==> src/rtl/zbt_port_arbiter.sv <==
// ---------------------------------------------------------------------------
// zbt_port_arbiter
//
// Two-client front end for the ZBT driver. Ports A and B each present one
// read or write request at a time. A combinational round-robin arbiter
// grants at most one request per cycle. The granted request is registered
// onto the driver interface in the following cycle. Each cycle drives one
// ZBT cycle: zbt_cen stays high whenever reset is low, and a cycle with no
// grant becomes a dummy read. A {valid, port} tag pipeline follows every
// issued cycle through the ZBT read latency. The tag steers the returned
// word to the client that asked for it.
//
// Ports
//   clk, reset            system clock, asynchronous active-high reset
//   a_req/a_we/a_addr/a_wdata   port A request, held until a_gnt
//   a_gnt                 port A accepted this cycle (combinational)
//   a_rvalid              one-cycle strobe: rdata carries a port A read
//   b_*                   same as port A, for port B
//   rdata                 shared read-return data, held between captures
//   zbt_cen/we/addr/wdata command to the ZBT driver
//   zbt_rdata             read data from the ZBT driver
//
// Read timing: a read granted in cycle N is on the driver in N+1. Its data
// arrives on zbt_rdata in N+1+READ_LAT, is captured at the end of that
// cycle, and is presented with x_rvalid in N+2+READ_LAT.
// ---------------------------------------------------------------------------
module zbt_port_arbiter #(
    parameter int unsigned ADDR_W   = 19,
    parameter int unsigned DATA_W   = 36,
    parameter int unsigned READ_LAT = 2
) (
    input  logic              clk,
    input  logic              reset,

    input  logic              a_req,
    input  logic              a_we,
    input  logic [ADDR_W-1:0] a_addr,
    input  logic [DATA_W-1:0] a_wdata,
    output logic              a_gnt,
    output logic              a_rvalid,

    input  logic              b_req,
    input  logic              b_we,
    input  logic [ADDR_W-1:0] b_addr,
    input  logic [DATA_W-1:0] b_wdata,
    output logic              b_gnt,
    output logic              b_rvalid,

    output logic [DATA_W-1:0] rdata,

    output logic              zbt_cen,
    output logic              zbt_we,
    output logic [ADDR_W-1:0] zbt_addr,
    output logic [DATA_W-1:0] zbt_wdata,
    input  logic [DATA_W-1:0] zbt_rdata
);

    // Tag slot READ_LAT is the one whose data is on zbt_rdata this cycle.
    localparam int unsigned TagDepth = READ_LAT + 1;

    typedef enum logic {
        PortA = 1'b0,
        PortB = 1'b1
    } port_e;

    // ------------------------------------------------------------------
    // State
    // ------------------------------------------------------------------
    port_e                rr_q, rr_d;

    logic                 cen_q, cen_d;
    logic                 we_q, we_d;
    logic [ADDR_W-1:0]    addr_q, addr_d;
    logic [DATA_W-1:0]    wdata_q, wdata_d;

    logic [TagDepth-1:0]  tag_valid_q, tag_valid_d;
    logic [TagDepth-1:0]  tag_port_q, tag_port_d;

    logic                 a_rvalid_q, a_rvalid_d;
    logic                 b_rvalid_q, b_rvalid_d;
    logic [DATA_W-1:0]    rdata_q, rdata_d;

    // ------------------------------------------------------------------
    // Arbitration
    // ------------------------------------------------------------------
    logic                 grant;
    port_e                grant_port;
    logic                 sel_we;
    logic [ADDR_W-1:0]    sel_addr;
    logic [DATA_W-1:0]    sel_wdata;

    always_comb begin
        a_gnt = 1'b0;
        b_gnt = 1'b0;
        // Reset is checked here so no grant can leak out during reset.
        if (!reset) begin
            if (a_req && (!b_req || rr_q == PortA)) begin
                a_gnt = 1'b1;
            end else if (b_req) begin
                b_gnt = 1'b1;
            end
        end
    end

    always_comb begin
        grant      = a_gnt | b_gnt;
        grant_port = b_gnt ? PortB : PortA;
        sel_we     = b_gnt ? b_we    : a_we;
        sel_addr   = b_gnt ? b_addr  : a_addr;
        sel_wdata  = b_gnt ? b_wdata : a_wdata;
    end

    // The pointer moves away from whichever port was just served. It stays
    // put on cycles with no grant.
    always_comb begin
        rr_d = rr_q;
        if (grant) begin
            rr_d = (grant_port == PortA) ? PortB : PortA;
        end
    end

    // ------------------------------------------------------------------
    // Issue stage
    // ------------------------------------------------------------------
    always_comb begin
        cen_d   = 1'b1;
        we_d    = 1'b0;
        addr_d  = addr_q;
        wdata_d = wdata_q;
        if (grant) begin
            we_d    = sel_we;
            addr_d  = sel_addr;
            wdata_d = sel_wdata;
        end
    end

    // ------------------------------------------------------------------
    // Tag pipeline and read return
    // ------------------------------------------------------------------
    always_comb begin
        tag_valid_d    = tag_valid_q << 1;
        tag_port_d     = tag_port_q << 1;
        tag_valid_d[0] = grant & ~sel_we;
        tag_port_d[0]  = grant_port;
    end

    always_comb begin
        a_rvalid_d = 1'b0;
        b_rvalid_d = 1'b0;
        rdata_d    = rdata_q;
        if (tag_valid_q[READ_LAT]) begin
            rdata_d = zbt_rdata;
            if (tag_port_q[READ_LAT] == PortB) begin
                b_rvalid_d = 1'b1;
            end else begin
                a_rvalid_d = 1'b1;
            end
        end
    end

    // ------------------------------------------------------------------
    // Registers
    // ------------------------------------------------------------------
    always_ff @(posedge clk or posedge reset) begin
        if (reset) begin
            rr_q        <= PortA;
            cen_q       <= 1'b0;
            we_q        <= 1'b0;
            addr_q      <= '0;
            wdata_q     <= '0;
            tag_valid_q <= '0;
            tag_port_q  <= '0;
            a_rvalid_q  <= 1'b0;
            b_rvalid_q  <= 1'b0;
            rdata_q     <= '0;
        end else begin
            rr_q        <= rr_d;
            cen_q       <= cen_d;
            we_q        <= we_d;
            addr_q      <= addr_d;
            wdata_q     <= wdata_d;
            tag_valid_q <= tag_valid_d;
            tag_port_q  <= tag_port_d;
            a_rvalid_q  <= a_rvalid_d;
            b_rvalid_q  <= b_rvalid_d;
            rdata_q     <= rdata_d;
        end
    end

    // ------------------------------------------------------------------
    // Outputs
    // ------------------------------------------------------------------
    assign zbt_cen   = cen_q;
    assign zbt_we    = we_q;
    assign zbt_addr  = addr_q;
    assign zbt_wdata = wdata_q;
    assign a_rvalid  = a_rvalid_q;
    assign b_rvalid  = b_rvalid_q;
    assign rdata     = rdata_q;

endmodule

==> config.mk <==
export PLATFORM = sky130hd
export DESIGN_NAME = zbt_port_arbiter
export DESIGN_NICKNAME = d
export VERILOG_FILES = /design/src/rtl/zbt_port_arbiter.sv
export SDC_FILE = /design/constraint.sdc
export NUM_CORES = 1
export LEC_CHECK = 0
export CAP_MARGIN = 20
export CORE_MARGIN = 8
export CORE_UTILIZATION = 41
export DETAILED_ROUTE_END_ITERATION = 10
export GPL_TIMING_DRIVEN = 0
export PLACE_DENSITY = 0.84
export SYNTH_ARGS = -nofsm -noshare
export SYNTH_HDL_FRONTEND = slang
export SYNTH_SLANG_ARGS = --single-unit
==> constraint.sdc <==
create_clock -name clk -period 9.6 [get_ports clk]
set_input_delay 1.44 -clock clk [delete_from_list [all_inputs] [get_ports clk]]
set_output_delay 1.44 -clock clk [all_outputs]
set_load 0.1 [all_outputs]
# Word-level counts from Yosys, hierarchy flattened
# Cells that the tools add are included.
dict set report word_totals {
  out_inout_bits 97
  ff_bits 102
  elab_cells 32
  input_bits 152
}
dict set report classes {
  bitwise_logic 4
  n_mux 15
  n_reduce_logical 3
}
# operator n
set ops {}
lappend ops {{$mux W36} 1}
lappend ops {{$mux W19} 1}
lappend ops {{$mux W1} 13}
lappend ops {{$not A1 Y1} 2}
lappend ops {{$and A1 B1 Y1} 1}
lappend ops {{$logic_and A1 B1 Y1} 1}
lappend ops {{$logic_not A1 Y1} 1}
lappend ops {{$logic_or A1 B1 Y1} 1}
lappend ops {{$or A1 B1 Y1} 1}

# Depth between registers and ports, before layout
# Gate-level depths: netlist of the first run.
dict set report depth {
  depth_word 8
  ltp_mapped 5
  depth_no_buf 3
}

# Worst setup path before layout of the first run
# No wires, ideal clock.
dict set report synth_timing {
  kind {input -> output}
  from {in reset}
  to {out a_gnt}
  arrival_time_ns 5.317
  required_ns 8.160
  setup_slack_ns 2.843
  n_path_buf 0
  path_stages 3
  cell_sequence {inv_1 > nand2_1 > a21oi_1}
}
dict set report synth_via {
  elab_chain_len 1
}
# element line
set synth_lines {}
lappend synth_lines {{start: declaration} 33} ;# input logic reset,
lappend synth_lines {{$mux W1} 96} ;# if (!reset) begin
lappend synth_lines {{end: declaration} 39} ;# output logic a_gnt,
# No other way between the ends.

# Worst setup path after layout of the first run
dict set report layout_timing {
  from {in reset}
  to {out b_gnt}
}
dict set report layout_via {
  elab_chain_len 1
}
# element line
set layout_lines {}
lappend layout_lines {{$mux W1} 96}
lappend layout_lines {{end: declaration} 46} ;# output logic b_gnt,
# No other way between the ends.

==> qor.txt, run 1 <==
Status: finished, final reports clean
Area growth syn-to-layout: 65.9%
Worst VDD drop: 0.124 mV
Final instance area: 7240 um2
Final setup vio count: 0
Final non-filler cell total: 817
Max Slew Vio Count: 0
GR Util met3: 0.0822
Boundary Pins: 249
Post-DR wirelength/cell: 19.0 um
Combinational share of power: 0.515
Top FF cell, synth: dfrtp_1
Sink Count: 102
Max Freq: 188 MHz
Residual DRC: 0
Placed Cells: 801
Fraction of layout cells with a size suffix above 1: 0.126
Crit. End Element: output pin
Clock Tree Root: clkbuf_8
Leakage: 2.87 nW
Largest fanout on the critical path: 10
Yosys reg bits: 102
Starting Density: 0.423
Psw: 0.815 mW
Max Cap Viol: 0
Post-synth top cells: dfrtp_1, nand3_1, nor2_1
Initial antenna violation count: 0
Die area: 14200 um2
Core area: 10300 um2
Synth warnings: 0
Die Height: 119 um
Period utilization: 0.555
Clock buffer depth: 2
GRT met2 Usage: 0.367
CP Launch Type: input pin
Vias: 4371
Post-CTS Setup Inserts: 0
Sw Share: 0.497
Layout net count: 828
Cts bufs inserted: 9
Post-synth EDFFs: 0
Power, Total: 1.64 mW
Min-delay worst type: flop to flop
Grt ovf: 0
Clock power frac: 0.160
Reg power frac: 0.325
Pre-CTS WS: 4.22 ns
WS Path Type: input pin to output pin
Total GRT Usage: 0.212
Final clock skew: 0.0192 ns
CTS tree: yes
Most frequent cell after synthesis: dfrtp_1
Routability cong.: 0.796
Die W: 119 um
Post-CTS Resized: 0
DRT antenna net count: 0
Detailed-placement wirelength estimate: 12.2 mm
Slew HR: 0.310
Filler cells: 805
CTS H-tree lvls: 3
Post-Route Utilization: 0.701
Global-route wire length before repair: 24.2 mm
Sequential-to-total area share from yosys stat: 0.585
Netlist Area Pre-Place: 4360 um2
Pwr/cell area: 227 nW/um2
Final setup margin: 4.27 ns
Post-Syn Instances: 416
GRT busiest layer: met2
CP Data Required Time: 8.16 ns
Worst-skew pair later-pin latency: 0.36 ns
Synth unique cells: 23
Vias/cell: 5.35
Async SR Flop Fraction: 1.00
Row count: 37
Synth Area per Inst: 10.5 um2
Worst Path Arrival: 3.89 ns
Sum Neg Setup Slack: 0 ns
# diodes: 0
Worst hold margin: 0.358 ns
RSZ-0062 raised after global routing: no
CTS clock-pin slew for the worst setup and hold paths: 0.09 ns
Met1 Resource Use GR: 0.224
Initial DRC Count: 267
Crit path time final: 5.33 ns
Internal power: 0.825 mW
Pre-antenna DRT Iters: 5
Synth top area share: 0.585
Port bufs: 248
Synthesized Nets: 568
Synth area leader: dfrtp_1
Ranking of synthesized cells by area: dfrtp_1, mux2_2, a31oi_1, nand3_1, o21ai_0
Final count of hold timing violations: 0
Vias in the first global route: 4631
DP Area: 7050 um2
WL final: 15.5 mm
Largest net degree at the start of global routing: 55
Slew of the pin with the lowest slew margin: 1.03 ns
Number of hold buffers added after cts: 0
==> placed cells by master (no fill, tap or decap), drive strengths merged <==
| cell type | instances |
|---|---|
| clkdlybuf4s50 | 248 |
| and3 | 1 |
| nand3 | 56 |
| clkinv | 3 |
| buf | 30 |
| and2 | 1 |
| clkbuf | 21 |
| o21ba | 1 |
| a31oi | 55 |
| dfrtp | 102 |
| and2b | 1 |
| nand2b | 2 |
| nand2 | 2 |
| conb | 1 |
| a21oi | 1 |
| nor2b | 2 |
| inv | 3 |
| mux2 | 36 |
| a21boi | 1 |
| clkinvlp | 1 |
| o21ai | 57 |
| nor2 | 56 |
==> per-layer routing <==
layer | vias up | part of all wire | wire (um)
li1 | 2004 | - | -
met4 | 0 | 0.039 | 599
met3 | 40 | 0.097 | 1500
met2 | 233 | 0.50 | 7790
met5 | - | 0 | 0
met1 | 2094 | 0.36 | 5650
==> flip-flops by register name (all words and copies together) (netlist names) <==
name         cells
a_rvalid         1
b_rvalid         1
rdata           36
rr_q             1
tag_port_q       3
tag_valid_q      3
zbt_addr        19
zbt_cen          1
zbt_wdata       36
zbt_we           1
==> path summary, 6_finish.rpt <==
kind | from | end | slack [ns] | depth (start not counted)
setup reg to reg | rr_q$_DFFE_PP0P_ | zbt_addr[12]$_DFFE_PP0P_ | 8.16 | 4
setup / recovery | reset | b_gnt | 4.27 | 6
min in group asynchronous | reset | zbt_wdata[8]$_DFFE_PP0P_ | 1.58 | 2
hold reg to reg | tag_port_q[0]$_DFF_PP0_ | tag_port_q[1]$_DFF_PP0_ | 0.36 | 0
hold / removal | tag_port_q[0]$_DFF_PP0_ | tag_port_q[1]$_DFF_PP0_ | 0.36 | 0
max in group asynchronous | reset | rdata[32]$_DFFE_PP0P_ | 7.36 | 3
==> critical path, stage by stage <==
cell             delay (ns)
clkdlybuf4s50_1        0.48
nand2b_1               0.23
buf_4                  0.19
buf_2                  0.18
nor2_1                 0.18
clkdlybuf4s50_1        1.19
==> kinds of logic after synthesis <==
group	after synthesis	synth area share
AND/OR/NAND/NOR	121	0.125
multiplexers	36	0.0929
other	1	0.000860
buffers and inverters	41	0.0467
flip-flops	102	0.585
AO/OA/AOI/OAI	115	0.149
==> layout make-up <==
| cell class | count | area (um2) | share of cell area |
|---|---|---|---|
| timing repair buffer | 249 | 2510 | 0.347 |
| tap | 136 | 170 | 0.0235 |
| sequential | 102 | 2550 | 0.353 |
| clock buffer | 10 | 138 | 0.0190 |
| inverter | 1 | 6.26 | 0.000864 |
| multi-input combinational | 273 | 1610 | 0.222 |
| clock inverter | 6 | 53.8 | 0.00743 |
| buffer | 40 | 200 | 0.0277 |
==> power by group through the flow <==
| stage | Clock [mW] | Sequential (mW) | Combinational, mW |
|---|---|---|---|
| final | 0.262 | 0.533 | 0.845 |
| after global routing | 0.286 | 0.543 | 0.873 |
| after CTS | 0.267 | 0.533 | 0.850 |
| after detailed placement | 0 | 0.542 | 0.849 |
| after global placement | 0 | 0.537 | 0.839 |
| after floorplan | 0 | 1.02 | 0.120 |
(Power assumes the default switching activity.)
==> run 2, diff against run 1 <==
CORE_UTILIZATION = 35   (was 41)
PLACE_DENSITY = 0.77   (was 0.84)
clock period = 4.39 ns   (was 9.6 ns; I/O delays follow)
==> qor.txt, run 2 (same netlist as run 1, synthesis figures left out) <==
Max Cap Viol: 0
GRT met2 Usage: 0.327
GRT busiest layer: met2
Post-Route Utilization: 0.612
Max Freq: 257 MHz
Die Height: 128 um
Routability cong.: 0.849
Total GRT Usage: 0.190
Sink Count: 102
GR Util met3: 0.0761
Worst path slowest cell: clkdlybuf4s50_1
Clock buffer depth: 2
Status: finished, final reports clean
Area growth syn-to-layout: 69.8%
DRT antenna net count: 0
Final instance area: 7410 um2
Final setup margin: 0.501 ns
Final clock skew: 0.00527 ns
Grt ovf: 0
Worst-skew pair later-pin latency: 0.33 ns
RSZ-0062 raised after global routing: no
Cts bufs inserted: 9
Min-delay worst type: flop to flop
Fraction of layout cells with a size suffix above 1: 0.126
WL final: 16.1 mm
Core area: 12100 um2
Filler cells: 1036
Vias in the first global route: 4538
Worst hold margin: 0.353 ns
CTS clock-pin slew for the worst setup and hold paths: 0.07 ns
Global-route wire length before repair: 24.5 mm
Max Slew Vio Count: 0
Initial antenna violation count: 0
Final count of hold timing violations: 0
CP Data Required Time: 3.73 ns
Boundary Pins: 249
Pwr/cell area: 520 nW/um2
Most frequent cells in the layout: clkdlybuf4s50_1, dfrtp_1, nand3_1, nor2_1, a31oi_1
Final setup vio count: 0
Vias: 4321
CP Launch Type: input pin
DP Area: 7100 um2
Leakage: 2.93 nW
Port bufs: 248
Pre-antenna DRT Iters: 7
Crit. End Element: output pin
Worst VDD drop: 0.197 mV
Most common cell after layout, fill and taps aside: clkdlybuf4s50_1
Slew of the pin with the lowest slew margin: 1.05 ns
Period utilization: 0.886
Most used cell, CP: clkdlybuf4s50_1
Clock Tree Root: clkbuf_16
WS Path Type: input pin to output pin
CTS tree: yes
Number of hold buffers added after cts: 0
Post-DR wirelength/cell: 18.9 um
Crit path time final: 3.89 ns
Largest fanout on the critical path: 34
Pre-CTS WS: 0.441 ns
Initial DRC Count: 306
Layout net count: 829
Slew HR: 0.298
Vias/cell: 5.08
Detailed-placement wirelength estimate: 12.4 mm
Max incr delay on CP: 0.98 ns
CTS H-tree lvls: 3
Die W: 128 um
Largest net degree at the start of global routing: 37
Post-CTS Resized: 0
Cell Chain, Critical Path: clkdlybuf4s50_1 -> clkinvlp_4 -> nand2_1 -> a21oi_1 -> clkdlybuf4s50_1
Starting Density: 0.360
Die area: 16300 um2
Worst Path Arrival: 3.23 ns
Row count: 40
Post-CTS Setup Inserts: 0
Residual DRC: 0
Met1 Resource Use GR: 0.215
# diodes: 0
-- run 2: report_power, final --
part / total [mW] / leakage [nW] / switching (mW) / internal (mW)
Clock: 0.832 / 0.154 / 0.354 / 0.477
Combinational: 1.86 / 1.60 / 1.37 / 0.488
Sequential: 1.17 / 1.18 / 0.0782 / 1.09
-- run 2: path summary, 6_finish.rpt --
kind / start / end / slack, ns / depth (start not counted)
setup / recovery: reset / a_gnt / 0.50 / 5
hold / removal: tag_valid_q[1]$_DFF_PP0_ / tag_valid_q[2]$_DFF_PP0_ / 0.35 / 0
setup reg to reg: rr_q$_DFFE_PP0P_ / zbt_wdata[19]$_DFFE_PP0P_ / 2.93 / 5
hold reg to reg: tag_valid_q[1]$_DFF_PP0_ / tag_valid_q[2]$_DFF_PP0_ / 0.35 / 0
max in group asynchronous: reset / zbt_cen$_DFF_PP0_ / 2.89 / 3
min in group asynchronous: reset / rr_q$_DFFE_PP0P_ / 0.89 / 2
-- run 2: routing by layer --
metal | vias up | wire length, um
li1 | 2009 | -
met5 | - | 0
met4 | 0 | 136
met3 | 12 | 1690
met1 | 2081 | 6320
met2 | 219 | 7930
-- run 2: critical path, delay by kind of cell --
kind	cells	cell delay, ns
buffers and inverters	3	2.21
and+or+nand+nor	1	0.28
AOI/OAI and AO/OA	1	0.07
-- run 2: per-stage QoR --
stage          cells  total power [mW]  setup TNS, ns
2_1_floorplan    416              2.49              0
3_3_place_gp     832              3.02         -0.862
3_5_place_dp     834              3.05              0
6_report         850              3.85              0
5_1_grt          850              3.98              0
4_1_cts          850              3.87              0
-- run 2: area by class of cell --
type,count,area (um2),area share
Buffer,40,200,0.0270
Clock buffer,12,256,0.0346
Clock inverter,4,52.6,0.00709
Inverter,1,7.51,0.00101
Multi-Input combinational cell,273,1610,0.217
Sequential cell,102,2550,0.345
Tap cell,168,210,0.0284
Timing Repair Buffer,250,2520,0.340
==> run 3, diff against run 2 <==
ABC_AREA = 1   (was unset)
CORE_UTILIZATION = 36   (was 35)
PLACE_DENSITY = 0.75   (was 0.77)
SKIP_LAST_GASP = 1   (was unset)
==> qor.txt, run 3 <==
Status: finished, final reports clean
Post-DR wirelength/cell: 14.4 um
Post-synth EDFFs: 0
Sink Count: 102
Reg2Reg Depth: 7
Area growth syn-to-layout: 62.0%
Synth unique cells: 17
Synthesized Nets: 809
CP Launch Type: input pin
Vias/cell: 4.40
Most common cell after layout, fill and taps aside: nand2_1
Synth top area share: 0.521
Reg2reg end: zbt_addr[5]$_DFFE_PP0P_
Post-synth top cells: nand2_1, inv_1, nand3_1
Most frequent cell after synthesis: nand2_1
Post-CTS Setup Inserts: 0
Slew of the pin with the lowest slew margin: 1.04 ns
Ranking of synthesized cells by area: dfrtp_1, nand2_1, nand3_1, inv_1, buf_4
WL final: 15.8 mm
Largest net degree at the start of global routing: 42
R2r setup slk: 2.99 ns
Sum Neg Setup Slack: 0 ns
Core area: 13200 um2
Die area: 17600 um2
Grt ovf: 0
Yosys reg bits: 102
Most frequent cells in the layout: nand2_1, clkdlybuf4s50_1, inv_1, nand3_1, dfrtp_1
Global-route wire length before repair: 25.3 mm
Hold Startpoint: tag_port_q[1]$_DFF_PP0_
Number of hold buffers added after cts: 0
Max Slew Vio Count: 0
DRT antenna net count: 0
Netlist Area Pre-Place: 4900 um2
RSZ-0062 raised after global routing: no
Final setup vio count: 0
Detailed-placement wirelength estimate: 12.4 mm
Vias in the first global route: 4678
Synth area leader: dfrtp_1
Cts bufs inserted: 9
Clock Tree Root: clkbuf_16
Async SR Flop Fraction: 1.00
Hold Path End: tag_port_q[2]$_DFF_PP0_
Crit path time final: 3.75 ns
Final clock skew: 0.00692 ns
CTS H-tree lvls: 3
Port bufs: 248
Worst-skew pair later-pin latency: 0.34 ns
Residual DRC: 0
CP Data Required Time: 3.73 ns
Max Freq: 267 MHz
Post-CTS Resized: 0
Pre-antenna DRT Iters: 5
Starting Density: 0.370
Leakage: 4.19 nW
Min-delay worst type: flop to flop
Die Height: 133 um
Initial DRC Count: 316
R2R Path Start: rr_q$_DFFE_PP0P_
Synth Area per Inst: 7.46 um2
# diodes: 0
Pwr/cell area: 496 nW/um2
Total GRT Usage: 0.179
Period utilization: 0.854
Synth warnings: 0
WHS Path Cells: 0
Final count of hold timing violations: 0
Post-Syn Instances: 657
Clock buffer depth: 2
Fraction of layout cells with a size suffix above 1: 0.0596
CTS clock-pin slew for the worst setup and hold paths: 0.07 ns
CTS tree: yes
Largest fanout on the critical path: 24
Worst VDD drop: 0.187 mV
Initial antenna violation count: 0
Vias: 4836
Top FF cell, synth: dfrtp_1
Max Cap Viol: 0
Power, Total: 3.94 mW
Die W: 133 um
Layout net count: 1070
Row count: 42
Boundary Pins: 249
Crit. End Element: output pin
Post-Route Utilization: 0.599
Sequential-to-total area share from yosys stat: 0.521
Worst Path Arrival: 3.09 ns
WS Path Type: input pin to output pin
Routability cong.: 0.813
Slew HR: 0.304
==> run 3: cell types whose count changed after synthesis, sizes merged, moves of 2 or more <==
cell    delta
a31oi     -55
buf        +3
clkbuf     -6
inv      +118
mux2      -36
nand2    +280
nand2b     -2
nand3     +55
nor2      -53
nor2b      -2
o21ai     -57
==> run 3: cell type report <==
| cell class | count | area, um2 |
|---|---|---|
| Buffer | 37 | 238 |
| Fill cell | 1240 | 5310 |
| Clock buffer | 9 | 225 |
| Inverter | 119 | 450 |
| Clock inverter | 7 | 66.3 |
| Tap cell | 176 | 220 |
| Timing Repair Buffer | 250 | 2520 |
| Sequential cell | 102 | 2550 |
| Multi-Input combinational cell | 399 | 1660 |
==> run 3: critical path, cell delays in order <==
cell	delay, ns
clkdlybuf4s50_1	0.56
clkinvlp_4	0.53
nand3_2	0.29
inv_1	0.06
clkdlybuf4s50_1	0.98
==> run 3: where the power goes <==
part / leakage [nW] / internal [mW] / switching [mW] / total (mW)
Combinational: 2.79 / 0.491 / 1.49 / 1.98
Sequential: 1.25 / 1.10 / 0.0824 / 1.18
Clock: 0.144 / 0.398 / 0.378 / 0.776
Total: 4.19 / 1.99 / 1.95 / 3.94
==> run 3: metal layers <==
layer | vias to the layer above | wire, um | share of wire | global-route usage
met5 | - | 0 | 0 | 0
met4 | 0 | 41 | 0.0026 | 0.0284
met3 | 2 | 1300 | 0.082 | 0.0655
met2 | 179 | 7440 | 0.47 | 0.288
met1 | 2192 | 7060 | 0.45 | 0.230
li1 | 2463 | - | - | -
==> run 3: per-stage QoR <==
stage / cells / hold slack (ns) / instance area [um2] / setup WS, ns
floorplan: 657 / 0.331 / 4900 / 0.839
global placement: 1081 / 0.333 / 7600 / -1.15
detailed placement: 1083 / 0.335 / 7640 / 0.570
CTS: 1099 / 0.351 / 7940 / 0.576
global route: 1099 / 0.361 / 7940 / 0.461
finish: 1099 / 0.350 / 7940 / 0.643
==> run 3: worst max path at each step <==
| stage | start | to | slack [ns] | cells past startpoint |
|---|---|---|---|---|
| 2_1_floorplan | reset | a_gnt | 0.84 | 3 |
| 3_3_place_gp | reset | a_gnt | -1.15 | 5 |
| 3_5_place_dp | reset | a_gnt | 0.57 | 5 |
| 4_1_cts | reset | a_gnt | 0.58 | 5 |
| 5_1_grt | reset | a_gnt | 0.46 | 5 |
| 6_report | reset | a_gnt | 0.64 | 5 |
==> run 3: cells by family after synthesis <==
kind of cell    Yosys count  synth area share
other cells               1          0.000766
compound gates            1           0.00102
simple gates            397             0.337
buf+inv                 156             0.140
flops                   102             0.521
